[config.mk]
export PLATFORM = sky130hd
export DESIGN_NAME = mcca_chunk_sequencer
export DESIGN_NICKNAME = d
export VERILOG_FILES = /design/src/rtl/mcca_pkg.sv /design/src/rtl/mcca_chunk_sequencer_adder.sv /design/src/rtl/mcca_chunk_sequencer.sv
export SDC_FILE = /design/constraint.sdc
export NUM_CORES = 1
export LEC_CHECK = 0
export CELL_PAD_IN_SITES_DETAIL_PLACEMENT = 1
export CELL_PAD_IN_SITES_GLOBAL_PLACEMENT = 1
export CORE_MARGIN = 3
export CORE_UTILIZATION = 42
export DETAILED_ROUTE_END_ITERATION = 10
export PLACE_DENSITY = 0.82
export SYNTH_ARGS = -nofsm -noshare
export SYNTH_HDL_FRONTEND = slang
export SYNTH_HIERARCHICAL = 1
export SYNTH_SLANG_ARGS = --single-unit
[constraint.sdc]
create_clock -name clk -period 5.3 [get_ports clk]
set_input_delay 0.53 -clock clk [delete_from_list [all_inputs] [get_ports clk]]
set_output_delay 0.53 -clock clk [all_outputs]
set_load 0.01 [all_outputs]
[src/rtl/mcca_pkg.sv]
// Shared definitions for the chunked Manchester carry-chain adder front end:
// state encoding, default geometry and chunk-count helpers.
package mcca_pkg;

   typedef enum logic [1:0] {
      IDLE = 2'd0,
      ADD  = 2'd1,
      DONE = 2'd2
   } state_t;

   localparam int DEF_WIDTH   = 64;
   localparam int DEF_CHUNK_W = 16;

   function automatic int nchunk(input int width, input int chunk_w);
      return width / chunk_w;
   endfunction

   // A one-chunk configuration still needs a 1-bit index register.
   function automatic int idx_bits(input int n);
      return (n > 1) ? $clog2(n) : 1;
   endfunction

endpackage

[src/rtl/mcca_chunk_sequencer_adder.sv]
// Chunk adder: Manchester carry chain built from 4-bit propagate/generate
// groups, purely combinational.
module AdderBlock64bit #(
   parameter int size = 16
) (
   input  logic [size-1:0] i_a,
   input  logic [size-1:0] i_b,
   input  logic            i_cin,
   output logic [size-1:0] o_sum,
   output logic            o_cout
);

   localparam int NG = size / 4;

   logic [size-1:0] w_p;
   logic [size-1:0] w_g;
   logic [size:0]   w_c;
   logic [NG-1:0]   w_grp_p;
   logic [NG-1:0]   w_grp_g;

   assign w_p = i_a ^ i_b;
   assign w_g = i_a & i_b;

   // Group terms let the carry bypass a nibble whose four bits all propagate.
   always_comb begin
      w_grp_p = '0;
      w_grp_g = '0;
      for (int j = 0; j < NG; j++) begin
         w_grp_p[j] = &w_p[4*j +: 4];
         w_grp_g[j] = w_g[4*j+3]
                    | (w_p[4*j+3] & w_g[4*j+2])
                    | (w_p[4*j+3] & w_p[4*j+2] & w_g[4*j+1])
                    | (w_p[4*j+3] & w_p[4*j+2] & w_p[4*j+1] & w_g[4*j]);
      end
   end

   always_comb begin
      w_c    = '0;
      w_c[0] = i_cin;
      for (int j = 0; j < NG; j++) begin
         for (int k = 0; k < 3; k++) begin
            w_c[4*j+k+1] = w_g[4*j+k] | (w_p[4*j+k] & w_c[4*j+k]);
         end
         w_c[4*j+4] = w_grp_g[j] | (w_grp_p[j] & w_c[4*j]);
      end
   end

   assign o_sum  = w_p ^ w_c[size-1:0];
   assign o_cout = w_c[size];

endmodule

[src/rtl/mcca_chunk_sequencer.sv]
// Wide-operand add sequenced through one CHUNK_W-bit carry-chain adder, LSB
// chunk first. Define MCCA_SEQ_OVF_EN to add the registered signed-overflow output out_ovf.
module mcca_chunk_sequencer
   import mcca_pkg::*;
#(
   parameter int WIDTH   = DEF_WIDTH,
   parameter int CHUNK_W = DEF_CHUNK_W
) (
   input  logic             clk,
   input  logic             rst,
   input  logic             in_valid,
   output logic             in_ready,
   input  logic [WIDTH-1:0] in_a,
   input  logic [WIDTH-1:0] in_b,
   input  logic             in_cin,
   output logic             out_valid,
   input  logic             out_ready,
   output logic [WIDTH-1:0] out_sum,
   output logic             out_cout,
   output logic             busy
`ifdef MCCA_SEQ_OVF_EN
   ,
   output logic             out_ovf
`endif
);

   localparam int NCHUNK = nchunk(WIDTH, CHUNK_W);
   localparam int IDX_W  = idx_bits(NCHUNK);
   localparam logic [IDX_W-1:0] LAST_IDX = IDX_W'(NCHUNK - 1);

   if (CHUNK_W < 4 || (CHUNK_W % 4) != 0) begin : g_bad_chunk_w
      $error("mcca_chunk_sequencer: CHUNK_W must be >= 4 and a multiple of 4");
   end
   if ((WIDTH % CHUNK_W) != 0 || WIDTH < CHUNK_W) begin : g_bad_width
      $error("mcca_chunk_sequencer: WIDTH must be a multiple of CHUNK_W");
   end

   state_t             r_state;
   logic [WIDTH-1:0]   r_a;
   logic [WIDTH-1:0]   r_b;
   logic [WIDTH-1:0]   r_sum;
   logic [IDX_W-1:0]   r_idx;
   logic               r_carry;
   logic               r_cout;
   logic               r_out_valid;
   logic               r_busy;
   logic [CHUNK_W-1:0] w_chunk_sum;
   logic               w_chunk_cout;
   logic               w_accept;
   logic               w_last;

   assign in_ready  = (r_state == IDLE) && !rst;
   assign w_accept  = in_valid && in_ready;
   assign w_last    = (r_idx == LAST_IDX);

   AdderBlock64bit #(
      .size (CHUNK_W)
   ) u_chunk_adder (
      .i_a    (r_a[CHUNK_W-1:0]),
      .i_b    (r_b[CHUNK_W-1:0]),
      .i_cin  (r_carry),
      .o_sum  (w_chunk_sum),
      .o_cout (w_chunk_cout)
   );

   // Operand shift registers carry no reset: they are only read during ADD,
   // which is always preceded by a load.
   always_ff @(posedge clk) begin
      if (w_accept) begin
         r_a <= in_a;
         r_b <= in_b;
      end else if (r_state == ADD) begin
         r_a <= r_a >> CHUNK_W;
         r_b <= r_b >> CHUNK_W;
      end
   end

`ifdef MCCA_SEQ_OVF_EN
   logic r_ovf;
   logic w_carry_into_msb;

   // Carry entering the top bit is recovered from its sum bit: s = a ^ b ^ c.
   assign w_carry_into_msb = r_a[CHUNK_W-1] ^ r_b[CHUNK_W-1] ^ w_chunk_sum[CHUNK_W-1];

   always_ff @(posedge clk or posedge rst) begin
      if (rst) begin
         r_ovf <= 1'b0;
      end else if (r_state == ADD && w_last) begin
         r_ovf <= w_chunk_cout ^ w_carry_into_msb;
      end
   end

   assign out_ovf = r_ovf;
`endif

   always_ff @(posedge clk or posedge rst) begin
      if (rst) begin
         r_state     <= IDLE;
         r_sum       <= '0;
         r_idx       <= '0;
         r_carry     <= 1'b0;
         r_cout      <= 1'b0;
         r_out_valid <= 1'b0;
         r_busy      <= 1'b0;
      end else begin
         case (r_state)
            IDLE: begin
               if (in_valid) begin
                  r_carry <= in_cin;
                  r_idx   <= '0;
                  r_busy  <= 1'b1;
                  r_state <= ADD;
               end
            end
            ADD: begin
               r_carry <= w_chunk_cout;
               for (int k = 0; k < NCHUNK; k++) begin
                  if (r_idx == IDX_W'(k)) begin
                     r_sum[k*CHUNK_W +: CHUNK_W] <= w_chunk_sum;
                  end
               end
               if (w_last) begin
                  r_cout      <= w_chunk_cout;
                  r_out_valid <= 1'b1;
                  r_state     <= DONE;
               end else begin
                  r_idx <= r_idx + 1'b1;
               end
            end
            DONE: begin
               if (out_ready) begin
                  r_out_valid <= 1'b0;
                  r_busy      <= 1'b0;
                  r_state     <= IDLE;
               end
            end
            default: begin
               r_out_valid <= 1'b0;
               r_busy      <= 1'b0;
               r_state     <= IDLE;
            end
         endcase
      end
   end

   assign out_valid = r_out_valid;
   assign out_sum   = r_sum;
   assign out_cout  = r_cout;
   assign busy      = r_busy;

endmodule

Word level (Yosys, flattened, before mapping)
Index checks and enable logic that the tools add are counted.

Register bits: 200. Input bits: 133.

Mux-type cells: 18. Eq/ne operators: 9. $add $sub $neg: 1. Reduce and logical (&&, ||, !) cells: 20. Bitwise operators: 69.

Operators by type and width (number): 64-bit two-way mux (4); 1-bit bitwise AND (36); 16-bit bitwise XOR (2); 1-bit OR (28); 16-bit bitwise AND (1); 4-bit AND reduction (4); 3-bit AND reduction (4); 2-bit two-way mux (5); 2-bit AND reduction (5); 2-bit inequality test, second input constant (4); 2-bit equality test, second input constant (3); 1-bit case mux with 3 select lines (2); 2-bit case mux with 3 select lines (1); 2-bit by 1-bit equality test with 1-bit output, second input constant (2); 2-bit zero test (2); 1-bit two-way mux (4); 2-bit case mux with 2 select lines (1); 2-bit nonzero test (2); 2-bit by 1-bit adder with 2-bit output, second input constant (1); 1-bit logical AND (2); 1-bit inverter (2); 1-bit case mux with 2 select lines (1); 1-bit zero test (1).

Longest topological paths before layout
Gate-level depths: netlist of the first run.

Depth in word-level cells: 17. Gate-level depth with buffers: 11.

Cells and area by module
Netlist of the first run, hierarchy kept.

Modules (own cells, without submodules): mcca_chunk_sequencer (area an instance 8180.3 um^2, cells each 448, times used 1); AdderBlock64bit (area an instance 693.2 um^2, cells each 72, times used 1).

Worst setup path before layout of the first run
Ideal clock, no wire load.

Kind: register -> register. Start: register r_state[0]. End: register r_a[0], enable pin. Stages on the path, launching flop included: 4. Required time: 4.802 ns. Arrival time: 3.636 ns. Library setup time: 0.498 ns. Slack: 1.166 ns. Period minus slack after synthesis: 4.134 ns. Buffers on the path: 2. Path through: dfrtp_1 > buf_6 > clkbuf_1 > o21a_1.

Word-level cells in the longest chain between the ends: 4.

Ends and longest elaborated chain: from (decl) (RTL line mcca_chunk_sequencer.sv:38) `state_t r_state;`; from (signal assigned) (RTL line mcca_chunk_sequencer.sv:98) `r_state <= IDLE;`; from (signal assigned) (RTL line mcca_chunk_sequencer.sv:112) `r_state <= ADD;`; from (signal assigned) (RTL line mcca_chunk_sequencer.sv:125) `r_state <= DONE;`; 2-bit zero test (RTL line mcca_chunk_sequencer.sv:52) `assign in_ready = (r_state == IDLE) && !rst;`; 1-bit logical AND (RTL line mcca_chunk_sequencer.sv:52); 1-bit logical AND (RTL line mcca_chunk_sequencer.sv:53) `assign w_accept = in_valid && in_ready;`; 2-bit nonzero test (no source line) *; to (signal assigned) (RTL line mcca_chunk_sequencer.sv:70) `r_a <= in_a;`; to (signal assigned) (RTL line mcca_chunk_sequencer.sv:73) `r_a <= r_a >> CHUNK_W;`; to (decl) (RTL line mcca_chunk_sequencer.sv:39) `logic [WIDTH-1:0] r_a;`.

Mark *: on every way between the ends. The rest lies on a longest branch, timed or not. A chain may end at the register's enable or synchronous reset.

Worst setup path in the final report of the first run
Start: register r_a[10]. End: register r_sum[31], in the netlist out_sum[31].

Word-level cells in the longest chain between the ends: 13.

Ends and longest elaborated chain: 16-bit bitwise AND / 16-bit bitwise XOR (equally long branches) (RTL line mcca_chunk_sequencer_adder.sv:22, mcca_chunk_sequencer_adder.sv:21); 1-bit bitwise AND, on equally long branches (RTL line mcca_chunk_sequencer_adder.sv:31, mcca_chunk_sequencer_adder.sv:32, mcca_chunk_sequencer_adder.sv:33); 1-bit OR, or another cell as far along (RTL line mcca_chunk_sequencer_adder.sv:31) `| (w_p[4*j+3] & w_g[4*j+2])`; 1-bit OR / 1-bit bitwise AND (equally long branches) (RTL line mcca_chunk_sequencer_adder.sv:32, mcca_chunk_sequencer_adder.sv:33); 1-bit OR (RTL line mcca_chunk_sequencer_adder.sv:33) `| (w_p[4*j+3] & w_p[4*j+2] & w_p[4*j+1] & w_g[4*j]);`; 1-bit OR * (RTL line mcca_chunk_sequencer_adder.sv:44) `w_c[4*j+4] = w_grp_g[j] | (w_grp_p[j] & w_c[4*j]);`; 1-bit bitwise AND * (RTL line mcca_chunk_sequencer_adder.sv:42) `w_c[4*j+k+1] = w_g[4*j+k] | (w_p[4*j+k] & w_c[4*j+k]);`; 1-bit OR * (RTL line mcca_chunk_sequencer_adder.sv:42); 1-bit bitwise AND * (RTL line mcca_chunk_sequencer_adder.sv:42); 1-bit OR * (RTL line mcca_chunk_sequencer_adder.sv:42); 1-bit bitwise AND * (RTL line mcca_chunk_sequencer_adder.sv:42); 1-bit OR * (RTL line mcca_chunk_sequencer_adder.sv:42); 16-bit bitwise XOR * (RTL line mcca_chunk_sequencer_adder.sv:48) `assign o_sum = w_p ^ w_c[size-1:0];`; via w_chunk_sum[15] (RTL line mcca_chunk_sequencer.sv:47) `logic [CHUNK_W-1:0] w_chunk_sum;`; to (signal, indexed assignment) (RTL line mcca_chunk_sequencer.sv:119) `r_sum[k*CHUNK_W +: CHUNK_W] <= w_chunk_sum;`; to (decl) (RTL line mcca_chunk_sequencer.sv:41) `logic [WIDTH-1:0] r_sum;`.

The timed path passes the listed nets; every way through them passes the cells marked *.

==> run metrics, run 1 <==
PortBufs 200; top fanout value on the critical path 4; worst endpoint data arrival time 3.55 ns; synthesis warning total 6; cell type contributing the most total cell area after synthesis sky130_fd_sc_hd__edfxtp_1; count of inserted antenna diode cells 0; post-layout net count 887; wirelength, routed about 21 mm; total global-route track usage 18.90%; Placer Congestion ~0.78; setup repair after global routing missed its margin false; post-route minimum period about 3.2 ns; placed cell count roughly 970; crit path kind flip-flop to flip-flop; number of buffers on the longest clock path 2; number of cells on the worst reg-to-reg path 10; clock network latency to the later pin of the worst-skew pair 0.43 ns; Commonest cells post-synth sky130_fd_sc_hd__edfxtp_1, sky130_fd_sc_hd__mux2_1, sky130_fd_sc_hd__dfrtp_1, sky130_fd_sc_hd__mux2_2, sky130_fd_sc_hd__and2_1; sum of negative setup slack 0 ns; critical path's slowest cell sky130_fd_sc_hd__edfxtp_1; antenna violations before repair 1; Area growth syn-to-layout 31.03%; category of the worst setup path capture point flip-flop; launching instance or port of the critical path r_a[10]$_DFFE_PP_; count of instances resized after the clock tree is built 0; worst slew slack as a fraction of its limit 21.15%; pins over their slew limit 0; area of the placeable core 20490 sq um; total design power about 7.6 mW; Die H roughly 150 um; clock tree from TritonCTS built; Inserted Clock Buffers 17; number of standard cells after synthesis between 500 and 600; total leakage power approximately 4.6 nW; cell types occupying the most area after synthesis sky130_fd_sc_hd__edfxtp_1, sky130_fd_sc_hd__dfrtp_1, sky130_fd_sc_hd__mux2_1; per-cell via count in the routed design approximately 5; Buffers & Inverters on Critical Path 0; maximum resistive drop on vdd 0.4316 mV; proportion of synthesized flip-flops having asynchronous set or reset a little over a third; reg2reg end out_sum[31]$_DFFE_PP0P_; Final Hold Violating Endpoints 0; Fin Clk Skew ~0.0085 ns; number of detailed-route iterations in the first pass 4; remaining global-route overflow 0; DRT antenna net count 0; detail-routed net length per standard cell 20.71 um; share of final-layout standard cells stronger than drive strength 1 around 16%; FF+latch count, synth 200; H-tree depth 4; # setup viols final 0; Residual DRC 0; top cell family by delay on the critical path adder cells; CTS hold repair buffers 0; fill cell total of the finished layout 1909; row count 52; count of flip-flops with a built-in enable after synthesis about 130; pin count of the biggest net entering global routing between 70 and 80; cell area after technology mapping roughly 9000 sq um; final cell count without fillers roughly 1000; post-DP HPWL approximately 15 mm; post-synth top area share between 40% and 50%; # clock sinks 200; worst reg2reg path startpoint r_a[10]$_DFFE_PP_; average size of a mapped cell 17.06 sq um; global-route wire length before repair roughly 32 mm; most numerous cell in the Yosys netlist sky130_fd_sc_hd__edfxtp_1; ys flop type sky130_fd_sc_hd__edfxtp_1; I/O pins around 200; clock-pin slew on the worst setup and hold paths ~0.070 ns; worst-case register-to-register setup slack between 2 and 2.5 ns; initial core utilization roughly 43%; slowest stage delay, CP between 0.4 and 0.5 ns; run status complete, no violations; part of the Yosys area used for sequential elements between 60 and 70%; Least-Margin Pin Slew 1.179 ns; power density over the cells about 650 nW/um^2; Die Width roughly 150 um; Clock Root Buffer sky130_fd_sc_hd__clkbuf_16; worst hold margin roughly 0.46 ns; startpoint types flip-flop; end of the critical path out_sum[31]$_DFFE_PP0P_; area of combinational cells with multiple inputs approximately 2900 sq um; Post-Syn Nets 685; number of max-capacitance violations reported 0; final period utilization between 60% and 70%; critical path depth 10; DIE AREA 22910 sq um; dominant cell type by count on the critical path sky130_fd_sc_hd__fa_1; number of DRC violations after detailed-routing iteration 0 210; Sequential cell area about 5600 sq um; fmax between 300 and 400 MHz; number of buffers inserted by post-CTS setup repair 0; via count roughly 5000; sequence of cells on the critical path ha_1, nand2_1, nor2_1, a211oi_1, nand3_2, fa_1, fa_1, fa_1, xor2_1, mux2_2; type of the most critical hold path input port to async pin; post-synth cell types 44; via count of the first global-routing pass 5730; data required time at the worst endpoint approximately 5.6 ns
-- cell families (layout without fill, tap and decap cells) --
kind of cell    after synthesis  in the layout  share of synthesized area, %
mux                         161            161                         20.43
buf+inv                      41            256                         3.595
simple gates                 60             60                         4.639
fa+ha+maj                    32             32                         5.527
xor+xnor                      4              4                        0.3949
flops                       200            200                         63.62
compound gates               22             22                         1.791
-- routing by layer --
| metal | track usage (%) | vias up | part of all wire [%] |
|---|---|---|---|
| met5 | 0 | - | 0.062 |
| met4 | 5.530 | 2 | 1.9 |
| met3 | 5.925 | 28 | 6.2 |
| met2 | 33.12 | 158 | 51 |
| met1 | 22.30 | 2522 | 40 |
| li1 | - | 2315 | - |
-- flip-flops by register name, indices dropped and copies added (netlist names) --
signal,count
busy,1
r_a,64
r_state,2
r_idx,2
r_carry,1
out_cout,1
out_valid,1
out_sum,64
r_b,64
-- placed cells by master (no fill, tap or decap), drive strengths merged, types with 3 or more instances in the layout --
master | synthesis | final
clkbuf | 4 | 17
a211o | 3 | 3
nand3b | 4 | 4
and2 | 32 | 32
nor4b | 3 | 3
ha | 20 | 20
mux2 | 161 | 161
buf | 18 | 5
nand2 | 3 | 3
fa | 12 | 12
edfxtp | 128 | 128
dfrtp | 72 | 72
inv | 19 | 24
nor3 | 3 | 3
clkinv | 0 | 4
a21oi | 7 | 7
clkinvlp | 0 | 4
nor2b | 3 | 3
clkdlybuf4s50 | 0 | 200
nor2 | 3 | 3
-- power breakdown --
| part | internal [mW] | switching [mW] |
|---|---|---|
| sequential | 2.74 | 0.435 |
| combinational | 1.61 | 1.51 |
| clock | 0.706 | 0.599 |
| total | 5.06 | 2.55 |
-- worst min-delay path by stage --
stage,end,slack (ns),cells after the start
finish,out_valid$_DFFE_PP0P_,0.46,2
global route,busy$_DFFE_PP0P_,0.46,2
CTS,out_valid$_DFFE_PP0P_,0.45,2
detailed placement,out_valid$_DFFE_PP0P_,0.48,1
global placement,out_valid$_DFFE_PP0P_,0.48,1
floorplan,r_a[10]$_DFFE_PP_,0.50,1
-- worst reg2reg max path, cell delays in order (launching register included) --
cell,delay [ns]
sky130_fd_sc_hd__edfxtp_1,0.49
sky130_fd_sc_hd__ha_1,0.34
sky130_fd_sc_hd__nand2_1,0.11
sky130_fd_sc_hd__nor2_1,0.07
sky130_fd_sc_hd__a211oi_1,0.28
sky130_fd_sc_hd__nand3_2,0.15
sky130_fd_sc_hd__fa_1,0.40
sky130_fd_sc_hd__fa_1,0.40
sky130_fd_sc_hd__fa_1,0.40
sky130_fd_sc_hd__xor2_1,0.19
sky130_fd_sc_hd__mux2_2,0.28
-- area by class of cell --
| cell class | instances | area share (%) |
|---|---|---|
| Sequential cell | 200 | 48.55 |
| Timing Repair Buffer | 205 | 17.76 |
| Tap cell | 270 | 2.905 |
| Multi-Input combinational cell | 279 | 25.08 |
| Clock buffer | 17 | 3.659 |
| Inverter | 19 | 0.6134 |
| Clock inverter | 15 | 1.431 |
-- through the flow --
| stage | area, sq um | util (%) | setup WS (ns) |
|---|---|---|---|
| floorplan | 8874 | - | 1.166 |
| global placement | 11040 | 53.85 | 2.212 |
| detailed placement | 11040 | 53.85 | 2.132 |
| CTS | 11630 | 56.73 | 2.062 |
| global route | 11630 | 56.73 | 1.920 |
| finish | 11630 | 56.73 | 2.053 |
Power figures use the tool's default switching activity.
==> run 2, diff against run 1 <==
- CORE_UTILIZATION: 42 -> 38
- PLACE_DENSITY: 0.82 -> 0.79
- clock period: 5.3 -> 2.7 ns (I/O delays scaled with it)
==> run metrics, run 2 (synthesized netlist as in run 1, its figures left out) <==
crit path kind flip-flop to flip-flop; Buffers & Inverters on Critical Path 0; critical path's slowest cell sky130_fd_sc_hd__edfxtp_1; PortBufs 200; via count 5082; most common library cell in the layout ignoring fill and taps sky130_fd_sc_hd__clkdlybuf4s50_1; type of the most critical hold path input port to async pin; row count 55; clock tree from TritonCTS built; violations in the final reports negative setup slack; category of the worst setup path capture point flip-flop; maximum resistive drop on vdd 0.6248 mV; Least-Margin Pin Slew approximately 0.49 ns; # setup viols final 24; setup repair after global routing missed its margin true; H-tree depth 4; clock-pin slew on the worst setup and hold paths around 0.070 ns; Post-Place Worst Slack -0.4023 ns; met3 usage in global routing under 10%; placed cell count between 1000 and 1500; run status finished, violations left; power density over the cells about 1300 nW/um^2; pin count of the biggest net entering global routing slightly below 60; number of cells on the worst reg-to-reg path 10; antenna violations before repair 2; Area growth syn-to-layout 35.43%; Fin Clk Skew ~0.014 ns; DIE AREA 25220 sq um; most congested layer reported by global routing met2; global-route wire length before repair 32.66 mm; share of final-layout standard cells stronger than drive strength 1 21.73%; worst-case register-to-register setup slack -0.30 ns; worst slew slack as a fraction of its limit 66.78%; Final Hold Violating Endpoints 0; cell area after placement approximately 11000 sq um; post-route minimum period approximately 3.0 ns; number of buffers on the longest clock path 2; worst reg2reg path startpoint r_b[0]$_DFFE_PP_; Clock Root Buffer sky130_fd_sc_hd__clkbuf_16; per-cell via count in the routed design about 4.7; top fanout value on the critical path 4; data required time at the worst endpoint 3.01 ns; summed area of non-filler cells in the final layout around 12000 sq um; fmax 333.4 MHz; sequence of cells on the critical path ha_1, a21oi_2, nor2_2, o31ai_2, nand3_2, fa_2, fa_2, fa_2, xor2_2, mux2_4; worst endpoint data arrival time 3.31 ns; I/O pins around 200; post-DP HPWL between 15 and 20 mm; Residual DRC 0; area of combinational cells with multiple inputs around 3000 sq um; count of inserted antenna diode cells 0; fill cell total of the finished layout 2155; slowest stage delay, CP approximately 0.4 ns; number of max-capacitance violations reported 0; total global-route track usage between 15 and 20%; number of DRC violations after detailed-routing iteration 0 about 190; dominant cell type by count on the critical path sky130_fd_sc_hd__fa_2; area of the placeable core 22780 sq um; pins over their slew limit 0; final cell count without fillers between 1000 and 1500; clock network latency to the later pin of the worst-skew pair between 0.4 and 0.5 ns; total leakage power 4.805 nW; Die Width 158.8 um; Placer Congestion between 0.8 and 0.9; reg2reg end out_sum[31]$_DFFE_PP0P_; final design utilization between 50 and 60%; CTS hold repair buffers 0; detail-routed net length per standard cell 19.14 um; routing usage on met2 roughly 29%; top cell family by delay on the critical path adder cells; leading cell types in the layout, fill and taps excluded sky130_fd_sc_hd__clkdlybuf4s50_1, sky130_fd_sc_hd__edfxtp_1, sky130_fd_sc_hd__mux2_1; remaining global-route overflow 0; met1 track demand over resource in global routing 19.91%; critical path depth 10; final period utilization 111.1%; via count of the first global-routing pass between 5000 and 6000; setup ws final -0.2996 ns; # clock sinks 200; wirelength, routed 20.62 mm; startpoint types flip-flop; sum of negative setup slack -4.260 ns; Die H roughly 160 um; initial core utilization between 30% and 40%; DRT antenna net count 0; Sequential cell area about 5600 sq um; post-layout net count approximately 920; Inserted Clock Buffers 17; number of detailed-route iterations in the first pass 4
==> run 2: cell count changes in the layout (fill, tap and decap cells not counted), sizes merged <==
cell,before,now
buf,5,34
bufinv,2,0
clkbuf,17,19
clkinv,4,5
clkinvlp,4,2
inv,24,25
==> run 2: through the flow <==
| stage | total power [mW] | hold WS, ns |
|---|---|---|
| floorplan | 9.853 | 0.3563 |
| global placement | 12.50 | 0.4793 |
| detailed placement | 13.00 | 0.4962 |
| CTS | 15.70 | 0.2798 |
| global route | 16.57 | 0.3162 |
| finish | 15.53 | 0.2882 |
==> run 2: worst max path at each step <==
| stage | slack, ns | endpoint | from |
|---|---|---|---|
| global placement | -0.22 | out_sum[38]$_DFFE_PP0P_ | r_a[2]$_DFFE_PP_ |
| global route | -0.38 | out_sum[31]$_DFFE_PP0P_ | r_a[0]$_DFFE_PP_ |
| floorplan | -0.07 | out_sum[11]$_DFFE_PP0P_ | r_a[2]$_DFFE_PP_ |
| finish | -0.30 | out_sum[31]$_DFFE_PP0P_ | r_b[0]$_DFFE_PP_ |
| CTS | -0.31 | out_sum[47]$_DFFE_PP0P_ | r_b[0]$_DFFE_PP_ |
| detailed placement | -0.40 | out_sum[11]$_DFFE_PP0P_ | r_a[0]$_DFFE_PP_ |
==> run 2: where the power goes <==
group          internal, mW  total (mW)  switching (mW)
Sequential             5.37        6.12           0.747
Combinational          3.71        6.98            3.27
Clock                  1.23        2.43            1.20
Total                  10.3        15.5            5.22
==> run 2: final cells by class <==
class / instances / share of cell area, %
tap: 313 / 3.259
clock buffer: 19 / 3.686
sequential: 200 / 46.98
multi-input combinational: 279 / 25.04
inverter: 19 / 0.5934
timing repair buffer: 234 / 19.51
clock inverter: 13 / 0.9370
==> run 2: metal layers <==
layer  vias to the layer above  share of wire (%)
met4                         4                1.3
met1                      2539                 41
met2                       146                 51
li1                       2374                  -
met5                         -               0.11
met3                        19                5.9
==> run 2: repair_timing <==
| item | 4_1_cts | 5_1_grt |
|---|---|---|
| buffers inserted | 4 | 1 |
| resized for setup | 14 | 3 |
| pin swaps | 5 | 0 |
| endpoints found under the setup margin | 28 | 24 |
==> run 3, diff against run 2 <==
- CTS_CLUSTER_SIZE: not set -> 12
- SLEW_MARGIN: not set -> 20
==> results of run 3 <==
The final DEF is identical to that of run 2; final timing and power are the same.
